File: config.mk
export PLATFORM = sky130hd
export DESIGN_NAME = period_meter
export DESIGN_NICKNAME = d
export VERILOG_FILES = /design/src/rtl/period_meter_pkg.sv /design/src/rtl/period_meter_sync_edge_detect.sv /design/src/rtl/period_meter.sv
export SDC_FILE = /design/constraint.sdc
export NUM_CORES = 1
export LEC_CHECK = 0
export ABC_AREA = 1
export CAP_MARGIN = 10
export CORE_UTILIZATION = 56
export DETAILED_ROUTE_END_ITERATION = 12
export PLACE_DENSITY = 0.82
export SETUP_SLACK_MARGIN = 0.05
export SYNTH_ARGS = -nofsm -noshare
export SYNTH_HDL_FRONTEND = slang
export SYNTH_HIERARCHICAL = 1
export SYNTH_SLANG_ARGS = --single-unit
export TNS_END_PERCENT = 30
File: constraint.sdc
create_clock -name clock -period 2.3 [get_ports clock]
set_clock_uncertainty 0.1 [all_clocks]
set_input_delay 0.575 -clock clock [delete_from_list [all_inputs] [get_ports clock]]
set_output_delay 0.575 -clock clock [all_outputs]
set_load 0.02 [all_outputs]
File: src/rtl/period_meter_pkg.sv
// Shared definitions for the period meter and its input synchronizer.
package period_meter_pkg;

    // Measurement state: waiting for a first edge, timing an interval, or
    // timed out because the counter ran out of range.
    typedef enum logic [1:0] {
        IDLE    = 2'd0,
        MEASURE = 2'd1,
        STALLED = 2'd2
    } meter_state_t;

    // Default counter width covers a 2^26 divide of the system clock.
    localparam int DEFAULT_COUNT_WIDTH = 27;

    // Two flops is the least that gives a usable metastability margin.
    localparam int DEFAULT_SYNC_STAGES = 2;
    localparam int MIN_SYNC_STAGES     = 2;

endpackage

File: src/rtl/period_meter_sync_edge_detect.sv
// Brings an asynchronous level into the clock domain and flags its rising
// edges. Reusable for any slow asynchronous input.
module sync_edge_detect
    import period_meter_pkg::*;
#(
    parameter int SYNC_STAGES = DEFAULT_SYNC_STAGES
) (
    input  logic clock,
    input  logic reset,
    input  logic async_in,
    output logic level,
    output logic rise
);

    // Chains shorter than the minimum are stretched rather than rejected.
    localparam int STAGES = (SYNC_STAGES < MIN_SYNC_STAGES) ? MIN_SYNC_STAGES : SYNC_STAGES;

    logic [STAGES-1:0] sync_q;
    logic              prev_q;

    // Shift the raw input through the synchronizer, then keep one more copy
    // of the synchronized level so edges can be seen.
    always_ff @(posedge clock) begin
        if (reset) begin
            sync_q <= '0;
            prev_q <= 1'b0;
        end else begin
            sync_q <= {sync_q[STAGES-2:0], async_in};
            prev_q <= sync_q[STAGES-1];
        end
    end

    assign level = sync_q[STAGES-1];
    assign rise  = sync_q[STAGES-1] & ~prev_q;

endmodule

File: src/rtl/period_meter.sv
// Measures the period of a slow square wave in system clock cycles.
// Reports edge-to-edge intervals with a valid strobe, tracks lock, and flags
// a stall when no edge arrives before the counter saturates.
module period_meter
    import period_meter_pkg::*;
#(
    parameter int COUNT_WIDTH = DEFAULT_COUNT_WIDTH,
    parameter int SYNC_STAGES = DEFAULT_SYNC_STAGES
) (
    input  logic                   clock,
    input  logic                   reset,
    input  logic                   enable,
    input  logic                   slow_in,
    output logic                   tick,
    output logic [COUNT_WIDTH-1:0] period,
    output logic                   period_valid,
    output logic                   locked,
    output logic                   stalled
);

    localparam logic [COUNT_WIDTH-1:0] COUNT_MAX = '1;
    localparam logic [COUNT_WIDTH-1:0] COUNT_ONE = {{(COUNT_WIDTH-1){1'b0}}, 1'b1};

    meter_state_t           state;
    logic [COUNT_WIDTH-1:0] count;
    logic                   sync_level;
    logic                   sync_rise;

    // Saturating increment: the counter pins at its maximum, never wraps.
    function automatic logic [COUNT_WIDTH-1:0] sat_inc(input logic [COUNT_WIDTH-1:0] v);
        return (v == COUNT_MAX) ? v : v + COUNT_ONE;
    endfunction

    sync_edge_detect #(
        .SYNC_STAGES(SYNC_STAGES)
    ) u_sync (
        .clock   (clock),
        .reset   (reset),
        .async_in(slow_in),
        .level   (sync_level),
        .rise    (sync_rise)
    );

    // A rise is only ever reported while the synchronized level is high.
    assign tick = sync_rise & sync_level;

    // Measurement state machine: counts clocks between ticks, publishes the
    // interval on each tick, and times out into STALLED at counter saturation.
    always_ff @(posedge clock) begin
        if (reset) begin
            state        <= IDLE;
            count        <= '0;
            period       <= '0;
            period_valid <= 1'b0;
            locked       <= 1'b0;
            stalled      <= 1'b0;
        end else begin
            period_valid <= 1'b0;
            if (!enable) begin
                // Disabling wins over any coincident tick; period is kept.
                state   <= IDLE;
                count   <= '0;
                locked  <= 1'b0;
                stalled <= 1'b0;
            end else begin
                case (state)
                    IDLE: begin
                        count   <= '0;
                        locked  <= 1'b0;
                        stalled <= 1'b0;
                        if (tick) begin
                            // First edge only opens the interval.
                            state <= MEASURE;
                            count <= COUNT_ONE;
                        end
                    end
                    MEASURE: begin
                        if (tick) begin
                            // A tick on the saturation cycle still reports.
                            period       <= count;
                            period_valid <= 1'b1;
                            locked       <= 1'b1;
                            count        <= COUNT_ONE;
                        end else if (count == COUNT_MAX) begin
                            state   <= STALLED;
                            stalled <= 1'b1;
                            locked  <= 1'b0;
                        end else begin
                            count <= sat_inc(count);
                        end
                    end
                    STALLED: begin
                        locked <= 1'b0;
                        if (tick) begin
                            // The overflowed interval is meaningless, so no
                            // valid; this edge restarts timing.
                            state   <= MEASURE;
                            count   <= COUNT_ONE;
                            stalled <= 1'b0;
                        end else begin
                            count   <= COUNT_MAX;
                            stalled <= 1'b1;
                        end
                    end
                    default: begin
                        state   <= IDLE;
                        count   <= '0;
                        locked  <= 1'b0;
                        stalled <= 1'b0;
                    end
                endcase
            end
        end
    end

endmodule

# Word-level counts from Yosys, hierarchy flattened
# Cells that the tools add are included.
[word_totals] regBits=62 input_bits=4 wordCells=45 output_inout_bits=31
[classes] n_bitwise=5 eq_ne=7 addsub=1 n_reduce_logical=8 n_mux=16
[ops] cell="2-to-1 mux 27 bit" n=3
[ops] cell="one-hot mux 27 bit (3 select lines)" n=1
[ops] cell="adder 27 x 1 -> 27 bit (second input constant)" n=1
[ops] cell="equality test 27 bit (second input constant)" n=1
[ops] cell="2-to-1 mux 1 bit" n=7
[ops] cell="2-to-1 mux 2 bit" n=3
[ops] cell="AND reduction 3 bit" n=2
[ops] cell="inequality test 2 bit (second input constant)" n=2
[ops] cell="one-hot mux 2 bit (2 select lines)" n=1
[ops] cell="OR reduction 2 bit" n=2
[ops] cell="inequality test 3 bit (second input constant)" n=1
[ops] cell="NOT 1 bit" n=3
[ops] cell="OR reduction 3 bit" n=1
[ops] cell="AND 1 bit" n=2
[ops] cell="equality test 2 x 1 -> 1 bit (second input constant)" n=1
[ops] cell="equality test 2 bit (second input constant)" n=1
[ops] cell="logical NOT 2 bit" n=1
[ops] cell="inequality test 2 x 1 -> 1 bit (second input constant)" n=1
[ops] cell="one-hot mux 1 bit (2 select lines)" n=1
[ops] cell="AND reduction 2 bit" n=1
[ops] cell="nonzero test 2 bit" n=1

# Logic depth before layout (Yosys ltp)
[depth] ltp_word=5 ltp_mapped=11 ltp_nobuf=11

# By module
# Netlist, hierarchy kept.
[modules_own_cells] mod="period_meter" area_per_inst_um2=3186.8 n_inst=1 cells_per_inst=451 seq_area_each_um2=1181.1
[modules_own_cells] mod="sync_edge_detect" area_per_inst_um2=86.3 n_inst=1 cells_per_inst=10 seq_area_each_um2=60.1

# Least setup slack after synthesis
# OpenSTA, ideal clock, no wires.
[synth_path] path_kind="register -> register" start="reg state[1]" end="reg period[0]" arrival_ns=1.475 stages_incl_launch_ff=7 period_less_slack_ns=1.719 t_required_ns=2.056 setup_ns=0.144 path_buffers=1 setup_slack_ns=0.581 cell_sequence="dfxtp_1 -> inv_1 -> ha_1 -> inv_2 -> nor3_4 -> buf_2 -> a211oi_2"
[synth_via] elab_chain_len=2
[synth_rtl] element="start: declaration" line_no="period_meter.sv:24" text="meter_state_t state;"
[synth_rtl] element="start signal: assignment" line_no="period_meter.sv:51" text="state <= IDLE;"
[synth_rtl] element="start signal: assignment" line_no="period_meter.sv:61" text="state <= IDLE;"
[synth_rtl] element="start signal: assignment" line_no="period_meter.sv:73" text="state <= MEASURE;"
[synth_rtl] element="equality test 2 x 1 -> 1 bit" line_no="period_meter.sv:66" text="case (state)"
[synth_rtl] element="AND reduction 3 bit (no line)"
[synth_rtl] element="end signal: assignment" line_no="period_meter.sv:80" text="period <= count;"
[synth_rtl] element="end: declaration" line_no="period_meter.sv:15" text="output logic [COUNT_WIDTH-1:0] period,"
# No other way between the ends.
# A chain may end at the register's enable or synchronous reset.

# Final worst setup path
[layout_path] start="reg u_sync.sync_q[1]" end="out tick"
[layout_via] elab_chain_len=2
[layout_rtl] element="start: declaration" line_no="period_meter_sync_edge_detect.sv:18" text="logic [STAGES-1:0] sync_q;"
[layout_rtl] element="start signal: assignment" line_no="period_meter_sync_edge_detect.sv:28" text="sync_q <= {sync_q[STAGES-2:0], async_in};"
[layout_rtl] element="AND 1 bit" line_no="period_meter_sync_edge_detect.sv:34" text="assign rise = sync_q[STAGES-1] & ~prev_q;"
[layout_rtl] element="via sync_rise" line_no="period_meter.sv:27" text="logic sync_rise;"
[layout_rtl] element="AND 1 bit" line_no="period_meter.sv:45" text="assign tick = sync_rise & sync_level;"
[layout_rtl] element="end: declaration" line_no="period_meter.sv:14" text="output logic tick,"
# The timed path passes the listed nets, and every way through them passes these cells.

==> impl_metrics.csv <==
group,metric,value,unit
logic_synthesis,synthAdderAreaFrac,2.29,%
placement,port_buffers,34,
routing,drc,0,
clock_network,cts_sinks,62,
logic_synthesis,synth_warnings,6,
sta,fin_crit_sh,90.0,%
logic_synthesis,synth_xor_area_share,0.268,%
routing,wl_per_cell,13.1,microns
die,rows,27,
power,leakagePower,1.42,nW
logic_synthesis,ys_types,35,
routing,drt_wl_total,7570,microns
logic_synthesis,synth_nets,471,
cells_and_area,area_growth,19.8,%
die,die_width,78.5,microns
logic_synthesis,synth_compound_area_share,17.9,%
sta,rsz0062_at_grt,"no",
cells_and_area,diodes,0,
clock_network,clk_pin_slew,0.07,ns
grt,grt_max_degree,32,
clock_network,post_cts_resized,1,
logic_synthesis,avgSynthCellArea,7.10,sq um
routing,firstDrtPassIters,5,
clock_network,htreeDepth,3,
logic_synthesis,synth_seq_cells,62,
sta,tightest_slew,0.479,ns
clock_network,cts_made_buffers,9,
cells_and_area,finalInstanceArea,0.00392,sq mm
power,p_sw_share,22.8,%
die,io_pins,35,
logic_synthesis,synth-simple-area-share,34.3,%
power,clkPwrFrac,46.5,%
die,die_h,78.5,microns
power,intPower,1.61,mW
power,power.total,2.09,mW
routing,ant_nets,0,
routing,drtIter0Drc,178,
power,p_switching,0.476,mW
grt,grt_pass1_wl,12900,microns
power,combPwrFrac,2.0,%
grt,grt_pass1_vias,2821,
routing,route.met3.wl,496,microns
logic_synthesis,synth_top_area_share,37.9,%
setup_path,setup.worst_path.class,"flip-flop to primary output",
placement,dp_cells,561,
logic_synthesis,synth_cells,461,
cells_and_area,layout-drive-gt1-share,17.2,%
logic_synthesis,synth_mux_area_share,0,%
die,start_util,58.7,%
die,fp.dieArea,0.00615,sq mm
cells_and_area,stdcell_count,577,
placement,dpl_cell_area,0.00372,sq mm
logic_synthesis,ys_seq_area_share,37.9,%
setup_path,cp-start-kind,"flip-flop",
setup_path,crit_path_end_kind,"primary output",
clock_network,clock_latency,0.35,ns
cells_and_area,fillers,454,
cells_and_area,fin_nets,510,
setup_path,arrival,1.39,ns
setup_path,required,1.62,ns
routing,topRoutingLayerUsed,"met4",
sta,setup_viol,0,
power,ir_drop,0.410,mV
setup_path,crit_fanout,4,
cells_and_area,post-route-util,70.3,%
grt,antenna_found_initial,0,
sta,fmax,483,MHz
grt,overflow,0,
clock_network,cts_setup_buffers,0,
sta,hold_viol,0,
sta,min_period,2.07,ns
clock_network,cts_tree,"yes",
clock_network,cts_hold_buffers,0,
flow_run,cap_violations,0,
routing,wl_met1,3610,microns
logic_synthesis,synth_top_family_by_area,"simple AND/OR/NAND/NOR gates",
power,p_per_area,532,mW/mm^2
routing,via_per_inst,5.31,
clock_network,clockBufferDepth,2,
placement,place.gp.congestion,0.920,
routing,wl_met2,3290,microns
die,coreArea,0.00557,sq mm
outcome,status,"finished clean",
sta,slew_headroom,68.0,%
sta,slew_viol_final,0,
grt,gr-usage-all-layers,27.2,%
worst_hold_path,min_path_type,"flip-flop to flip-flop",
logic_synthesis,syn_area,0.00327,sq mm
sta,setup_tns,0,ns
logic_synthesis,yosysTopAreaCell,"dfxtp_1",
placement,hpwl,5180,microns
power,power_frac_seq,51.6,%
clock_network,cts-root-buf,"clkbuf_8",
logic_synthesis,synthTopCellsByArea,"dfxtp_1 38%, nand2_1 17%, nor2_1 6.4%",
routing,vias,3065,
==> metal layers <==
metal	vias up	global-route usage [%]
met2	127	41.1
met3	20	6.74
li1	1566	-
met5	-	0
met1	1352	35.8
met4	0	13.7
==> power groups by stage <==
stage / sequential (mW) / clock, mW / combinational (mW)
2_1_floorplan: 1.10 / 0 / 0.0271
5_1_grt: 1.08 / 1.03 / 0.0457
6_report: 1.08 / 0.970 / 0.0413
4_1_cts: 1.08 / 0.974 / 0.0412
3_3_place_gp: 1.10 / 0 / 0.0405
3_5_place_dp: 1.10 / 0 / 0.0413
==> cell usage after synthesis (all sizes together) <==
library cell,count
and2,3
nand2,150
or2,1
nor2,68
dfxtp,62
xnor2,1
o21ai,19
nand3b,1
a211oi,16
clkbuf,7
a21oi,43
ha,6
buf,12
o21bai,1
nand4,3
a31oi,1
nor3,3
inv,37
nand3,27
==> worst max-delay path: stages (launching register included) <==
cell and delay (ns):
dfxtp_1 0.33, inv_1 0.05, nor2_1 0.08, nand2_1 0.08
inv_1 0.15, dlygate4sd2_1 0.35
==> registers in the layout, summed over array words and instances (netlist names) <==
name	cells
state	2
period	27
locked	1
period_valid	1
u_sync/sync_q	2
stalled	1
u_sync/prev_q	1
count	27
==> cells by family after synthesis <==
kind of cell,Yosys count
XOR/XNOR,1
buffers and inverters,56
flip-flops,62
adder cells (fa/ha/maj),6
AO/OA/AOI/OAI,80
AND/OR/NAND/NOR,256
==> cell type report <==
cell class | instances | area (sq um) | area share (%)
multi-input cells | 343 | 1790 | 45.7
flip-flops and latches | 62 | 1240 | 31.7
repair buffers | 47 | 462 | 11.8
inverters | 37 | 139 | 3.54
clock buffers | 10 | 138 | 3.51
well taps | 72 | 90.1 | 2.30
clock inverters | 6 | 61.3 | 1.56
==> through the flow <==
| step | setup WS [ns] | hold slack [ns] |
|---|---|---|
| 2_1_floorplan | 0.581 | 0.288 |
| 3_3_place_gp | 0.149 | 0.289 |
| 3_5_place_dp | 0.0938 | 0.297 |
| 4_1_cts | 0.237 | 0.307 |
| 5_1_grt | 0.0706 | 0.340 |
| 6_report | 0.231 | 0.305 |
==> placed cells by master (no fill, tap or decap), types with 2 or more instances in the layout <==
cell type / instances
a211oi_1: 3
a211oi_2: 13
a21oi_1: 23
a21oi_2: 20
and2_1: 3
buf_12: 2
buf_4: 11
clkbuf_8: 10
clkdlybuf4s50_1: 33
clkinv_2: 3
dfxtp_1: 62
ha_1: 6
inv_1: 34
inv_2: 3
nand2_1: 145
nand2_2: 4
nand3_1: 26
nand4_1: 2
nor2_1: 56
nor2_2: 10
o21ai_0: 18
==> worst paths after layout <==
kind         slack, ns                     endpoint                   startpoint  depth (start not counted)
max               0.23                         tick  u_sync/sync_q[1]$_SDFF_PP0_                          5
max reg2reg       0.26       period[8]$_SDFFE_PP0P_        state[1]$_SDFFE_PP0P_                          7
min               0.30  u_sync/sync_q[1]$_SDFF_PP0_  u_sync/sync_q[0]$_SDFF_PP0_                          2
min reg2reg       0.30  u_sync/sync_q[1]$_SDFF_PP0_  u_sync/sync_q[0]$_SDFF_PP0_                          2
No activity file was read; power rests on OpenSTA's default activity.
==> RTL edit 1: new RTL, same flow settings <==
Register the output `stalled` once more, cleared by the reset; this adds one clock of latency there. The other outputs are not delayed to match.
--- a/src/rtl/period_meter.sv
+++ b/src/rtl/period_meter.sv
@@ -20,6 +20,8 @@
 
     localparam logic [COUNT_WIDTH-1:0] COUNT_MAX = '1;
     localparam logic [COUNT_WIDTH-1:0] COUNT_ONE = {{(COUNT_WIDTH-1){1'b0}}, 1'b1};
+
+    logic stalled_s0;
 
     meter_state_t           state;
     logic [COUNT_WIDTH-1:0] count;
@@ -53,7 +55,7 @@
             period       <= '0;
             period_valid <= 1'b0;
             locked       <= 1'b0;
-            stalled      <= 1'b0;
+            stalled_s0   <= 1'b0;
         end else begin
             period_valid <= 1'b0;
             if (!enable) begin
@@ -61,13 +63,13 @@
                 state   <= IDLE;
                 count   <= '0;
                 locked  <= 1'b0;
-                stalled <= 1'b0;
+                stalled_s0 <= 1'b0;
             end else begin
                 case (state)
                     IDLE: begin
                         count   <= '0;
                         locked  <= 1'b0;
-                        stalled <= 1'b0;
+                        stalled_s0 <= 1'b0;
                         if (tick) begin
                             // First edge only opens the interval.
                             state <= MEASURE;
@@ -83,7 +85,7 @@
                             count        <= COUNT_ONE;
                         end else if (count == COUNT_MAX) begin
                             state   <= STALLED;
-                            stalled <= 1'b1;
+                            stalled_s0 <= 1'b1;
                             locked  <= 1'b0;
                         end else begin
                             count <= sat_inc(count);
@@ -96,22 +98,30 @@
                             // valid; this edge restarts timing.
                             state   <= MEASURE;
                             count   <= COUNT_ONE;
-                            stalled <= 1'b0;
+                            stalled_s0 <= 1'b0;
                         end else begin
                             count   <= COUNT_MAX;
-                            stalled <= 1'b1;
+                            stalled_s0 <= 1'b1;
                         end
                     end
                     default: begin
                         state   <= IDLE;
                         count   <= '0;
                         locked  <= 1'b0;
-                        stalled <= 1'b0;
+                        stalled_s0 <= 1'b0;
                     end
                 endcase
             end
         end
     end
 
+    always_ff @(posedge clock) begin
+        if (reset) begin
+            stalled <= '0;
+        end else begin
+            stalled <= stalled_s0;
+        end
+    end
+
 endmodule
 
Behaviour: same outputs for any inputs over 10 cycles, from zero or initial values and one cycle with reset high; that may be too few to reach the edited logic, so the function may still have changed.
==> RTL edit 1 against the original RTL <==
Sequential cell count increased by 1. Wire length increased by 3.4%. Power increased by 6.2%. Worst setup slack got worse by 0.042 ns. Area after synthesis increased by 1.3%. Utilization increased by 0.20 points. Final area increased by 0.89%. Global-route usage increased by 0.18 points. Fmax decreased by 2.0%. Cell count unchanged. Largest power group unchanged.
==> RTL edit 1: results (changes against the original RTL) <==
[outcome] run status complete, no violations
[logic_synthesis] cell count after synthesis 464 [+0.65%]
[logic_synthesis] cell types with the highest counts after synthesis sky130_fd_sc_hd__nand2_1, sky130_fd_sc_hd__dfxtp_1, sky130_fd_sc_hd__nor2_1
[place] Post-DP Area 3730 um^2 [+0.30%]
[detailed_routing] wire length on met2 3640 um [+11%]
[sta] Setup WS post-layout 0.189 ns [-0.0416 ns]
[global_routing] vias in the first global route 2,817 [-0.14%]
[logic_synthesis] post-synthesis share of cell area spent on xor and xnor gates 0.264% [-0.0033 points]
[detailed_routing] vias post-DR 3,117 [+1.7%]
[power_and_ir_drop] static leakage power 1.41 nW [-0.47%]
[logic_synthesis] area share of fa/ha/maj cells after synthesis 2.27% [-0.029 points]
[global_routing] GRT Total Usage 27.4% [+0.18 points]
[global_routing] pin count of the biggest net entering global routing 45 [+41%]
[place] final estimated routing congestion in global placement 0.951 [+3.4%]
[logic_synthesis] Compound-Gate Fraction of Synth Area 17.6% [-0.30 points]
[setup_path] Critical R2R Capture count[10]
[logic_synthesis] top cells by area, synth sky130_fd_sc_hd__dfxtp_1, sky130_fd_sc_hd__nand2_1, sky130_fd_sc_hd__nor2_1
[setup_path] number of cell instances on the worst register-to-register path 9 [+2]
[logic_synthesis] synth unique cells 36 [+2.9%]
[global_routing] met1 demand-to-capacity share in global routing 35.1% [-0.72 points]
[sta] WHS 0.308 ns [+0.00350 ns]
[global_routing] met3 Use GR 4.48% [-2.3 points]
[detailed_routing] Met3 Wirelength 455 um [-8.3%]
[final_layout] share of cells above drive strength 1 17.2% [unchanged]
[place] post-detailed-placement half-perimeter wirelength 5460 um [+5.4%]
[logic_synthesis] post-synthesis mux area share 0% [unchanged]
[logic_synthesis] syn nets 474 [+0.64%]
[clock_network] number of clock sinks 63 [+1.6%]
[power_and_ir_drop] Peak supply drop 0.476 mV [+16%]
[setup_path] critical path peak fanout 4 [unchanged]
[global_routing] GR Util met2 45.9% [+4.8 points]
[global_routing] wire length of the first global-routing pass 13,100 um [+1.7%]
[detailed_routing] wirelength, routed 7830 um [+3.4%]
[setup_path] library cell contributing the largest single delay on the critical path sky130_fd_sc_hd__dfxtp_1
[detailed_routing] detailed-route vias per instance 5.40 [+1.7%]
[place] pre-CTS WS 0.220 ns [+0.126 ns]
[logic_synthesis] Seq/Total Area, Yosys 38.1% [+0.13 points]
[detailed_routing] post-route met1 wirelength 3600 um [-0.30%]
[setup_path] Worst EP arrival 1.44 ns [+0.05 ns]
[sta] transition time of the tightest slew-check pin 0.516 ns [+0.0378 ns]
-- RTL edit 1: cell types whose count changed in the layout (fill, tap and decap cells not counted), moves of 2 or more --
cell | before | now
sky130_fd_sc_hd__clkinv_2 | 3 | 1
sky130_fd_sc_hd__inv_1 | 34 | 32
sky130_fd_sc_hd__o21ai_0 | 18 | 11
sky130_fd_sc_hd__inv_2 | 3 | 5
sky130_fd_sc_hd__o21ai_1 | 1 | 6
-- RTL edit 1: worst max path at each step --
stage,cells past startpoint,endpoint
floorplan,6,period[0]
global placement,7,period[16]
detailed placement,7,period[14]
CTS,5,tick
global route,5,tick
finish,5,tick
-- RTL edit 1: power breakdown --
group / switching (mW) / internal [mW]
Sequential: 0.00113 / 1.09
Clock: 0.439 / 0.640
Combinational: 0.0312 / 0.0123
Total: 0.471 / 1.74
-- RTL edit 1: worst reg2reg max path, stage by stage, from the launching register on --
cell and delay (ns):
sky130_fd_sc_hd__dfxtp_1 0.35, sky130_fd_sc_hd__inv_1 0.09, sky130_fd_sc_hd__ha_1 0.33, sky130_fd_sc_hd__nand2_1 0.23, sky130_fd_sc_hd__inv_2 0.18, sky130_fd_sc_hd__buf_4 0.26
sky130_fd_sc_hd__nand2_1 0.09, sky130_fd_sc_hd__o21ai_1 0.14, sky130_fd_sc_hd__nand2_1 0.08, sky130_fd_sc_hd__a21oi_2 0.12
-- RTL edit 1: final cells by class --
class / instances / area (um^2)
Clock buffer: 11 / 141
Clock inverter: 5 / 81.3
Fill cell: 453 / 1650
Inverter: 37 / 139
Multi-Input combinational cell: 344 / 1810
Sequential cell: 63 / 1260
Tap cell: 72 / 90.1
Timing Repair Buffer: 45 / 434
==> RTL edit 2: new RTL, config.mk and constraints unchanged <==
Made on the original files. `DEFAULT_COUNT_WIDTH`: 27 -> 23.
--- a/src/rtl/period_meter_pkg.sv
+++ b/src/rtl/period_meter_pkg.sv
@@ -10,7 +10,7 @@
     } meter_state_t;
 
     // Default counter width covers a 2^26 divide of the system clock.
-    localparam int DEFAULT_COUNT_WIDTH = 27;
+    localparam int DEFAULT_COUNT_WIDTH = 23;
 
     // Two flops is the least that gives a usable metastability margin.
     localparam int DEFAULT_SYNC_STAGES = 2;
Ports: changed (resized period); port bits go from 35 to 31. The function was not compared with the original's and may differ.
==> RTL edit 2 against the original RTL <==
Critical path type unchanged. Final area down 13%. Wire length decreased by 14%. Power fell by 26%. Sequential cell count is 8 lower. Area after synthesis is 11% lower. Count of clock-buffer cells in the layout down 4. Highest routed layer unchanged. Global-route usage is 1.0 points lower. Worst setup slack better by 0.022 ns.
==> RTL edit 2: results (changes against the original RTL) <==
[outcome] run status complete, no violations
[logic_synthesis] top cells by area, synth sky130_fd_sc_hd__dfxtp_1, sky130_fd_sc_hd__nand2_1, sky130_fd_sc_hd__a21oi_2
[place] final estimated routing congestion in global placement 0.883 [-4.0%]
[power_and_ir_drop] Peak supply drop 0.290 mV [-29%]
[detailed_routing] post-route met1 wirelength 2810 um [-22%]
[final_layout] net total in the final layout 449 [-12%]
[detailed_routing] Met3 Wirelength 390 um [-21%]
[logic_synthesis] cell types with the highest counts after synthesis sky130_fd_sc_hd__nand2_1, sky130_fd_sc_hd__dfxtp_1, sky130_fd_sc_hd__nor2_1
[logic_synthesis] syn nets 413 [-12%]
[final_layout] filler cell count 413 [-9.0%]
[clock_network] source-to-sink clock delay at the later pin of the worst-skew pair 0.32 ns [-0.03 ns]
[global_routing] met1 demand-to-capacity share in global routing 33.7% [-2.1 points]
[logic_synthesis] Seq/Total Area, Yosys 37.2% [-0.71 points]
[detailed_routing] wire length on met2 3210 um [-2.6%]
[power_and_ir_drop] internal power contribution 1.20 mW [-26%]
[final_layout] antenna diode count 0 [unchanged]
[power_and_ir_drop] power after layout 1.54 mW [-26%]
[power_and_ir_drop] static leakage power 1.27 nW [-11%]
[detailed_routing] Antenna Violating Nets Remaining 0 [unchanged]
[global_routing] GRT Total Usage 26.2% [-1.0 points]
[global_routing] GR Util met2 44.1% [+3.0 points]
[detailed_routing] router iterations before antenna repair 4 [-1]
[place] count of input and output buffers 30 [-12%]
[detailed_routing] wirelength, routed 6500 um [-14%]
[logic_synthesis] EDFF count, synth 0 [unchanged]
[global_routing] wire length of the first global-routing pass 11,100 um [-14%]
[place] post-detailed-placement half-perimeter wirelength 4820 um [-6.9%]
[sta] worst rel slew slack 72.5% [+4.5 points]
[setup_path] library cell contributing the largest single delay on the critical path sky130_fd_sc_hd__dfxtp_1
[final_layout] largest registers ranked by flip-flop count count (23), period (23)
[power_and_ir_drop] seq pwr 937 uW [-13%]
[global_routing] pin count of the biggest net entering global routing 28 [-13%]
[setup_path] Worst EP arrival 1.37 ns [-0.02 ns]
[logic_synthesis] fraction of registers with async set or reset after synthesis 0% [unchanged]
[global_routing] met3 Use GR 4.20% [-2.5 points]
[clock_network] cell chosen for the clock root sky130_fd_sc_hd__clkbuf_8
[global_routing] vias in the first global route 2,476 [-12%]
[detailed_routing] 1st-iter DRT viols 199 [+12%]
[clock_network] clock transition at the registers of the reported paths 0.09 ns [+0.02 ns]
[power_and_ir_drop] combinational power share 2.5% [+0.5 points]
[final_layout] share of cells above drive strength 1 19.1% [+1.9 points]
[clock_network] deepest clock path buffer count 2 [unchanged]
[clock_network] number of buffers added by the clock tree synthesis step 5 [-4]
[clock_network] total number of H-tree levels 2 [-1]
[logic_synthesis] synth unique cells 31 [-11%]
[detailed_routing] vias post-DR 2,699 [-12%]
[logic_synthesis] area share of the largest cell type after synthesis 37.2% [-0.71 points]
RTL edit 2: critical path, delay by kind of cell (launching register included):
kind / cells / cell delay (ns)
buffers and inverters: 3 / 0.49
flip-flops: 1 / 0.34
AND/OR/NAND/NOR: 2 / 0.23
RTL edit 2: cell families after synthesis:
kind of cell	count (synthesis)	share of synthesized area [%]
AO/OA/AOI/OAI	70	16.5
XOR/XNOR	1	0.302
adder cells (fa/ha/maj)	6	2.58
buffers and inverters	60	9.22
flip-flops	54	37.2
AND/OR/NAND/NOR	212	34.2
RTL edit 2: path summary, 6_finish.rpt:
kind / start / endpoint / slack [ns] / depth (start not counted)
hold / removal: u_sync/sync_q[0] / u_sync/sync_q[1] / 0.31 / 2
setup reg to reg: state[0] / count[14] / 0.37 / 8
setup / recovery: u_sync/sync_q[1] / tick / 0.25 / 5
hold reg to reg: u_sync/sync_q[0] / u_sync/sync_q[1] / 0.31 / 2
RTL edit 2: area by class of cell:
class	instances	area share, %
clock buffer	6	2.41
sequential	54	31.6
clock inverter	2	0.476
multi-input combinational	289	45.7
tap	67	2.45
inverter	43	4.72
timing repair buffer	46	12.6
RTL edit 2: metrics by stage:
stage          std cells  hold WS, ns  utilization [%]  worst slack [ns]  area (um^2)
2_1_floorplan        403        0.288                -             0.620         2910
3_3_place_gp         499        0.300             68.5             0.288         3320
3_5_place_dp         499        0.300             68.5             0.214         3320
4_1_cts              507        0.317             70.5             0.233         3420
5_1_grt              507        0.359             70.5             0.166         3420
6_report             507        0.313             70.5             0.253         3420
RTL edit 2: what timing repair did:
action,CTS,global route
resized for setup,1,0
hold buffers,0,0
hold endpoints to repair,0,0
endpoints found under the setup margin,1,0
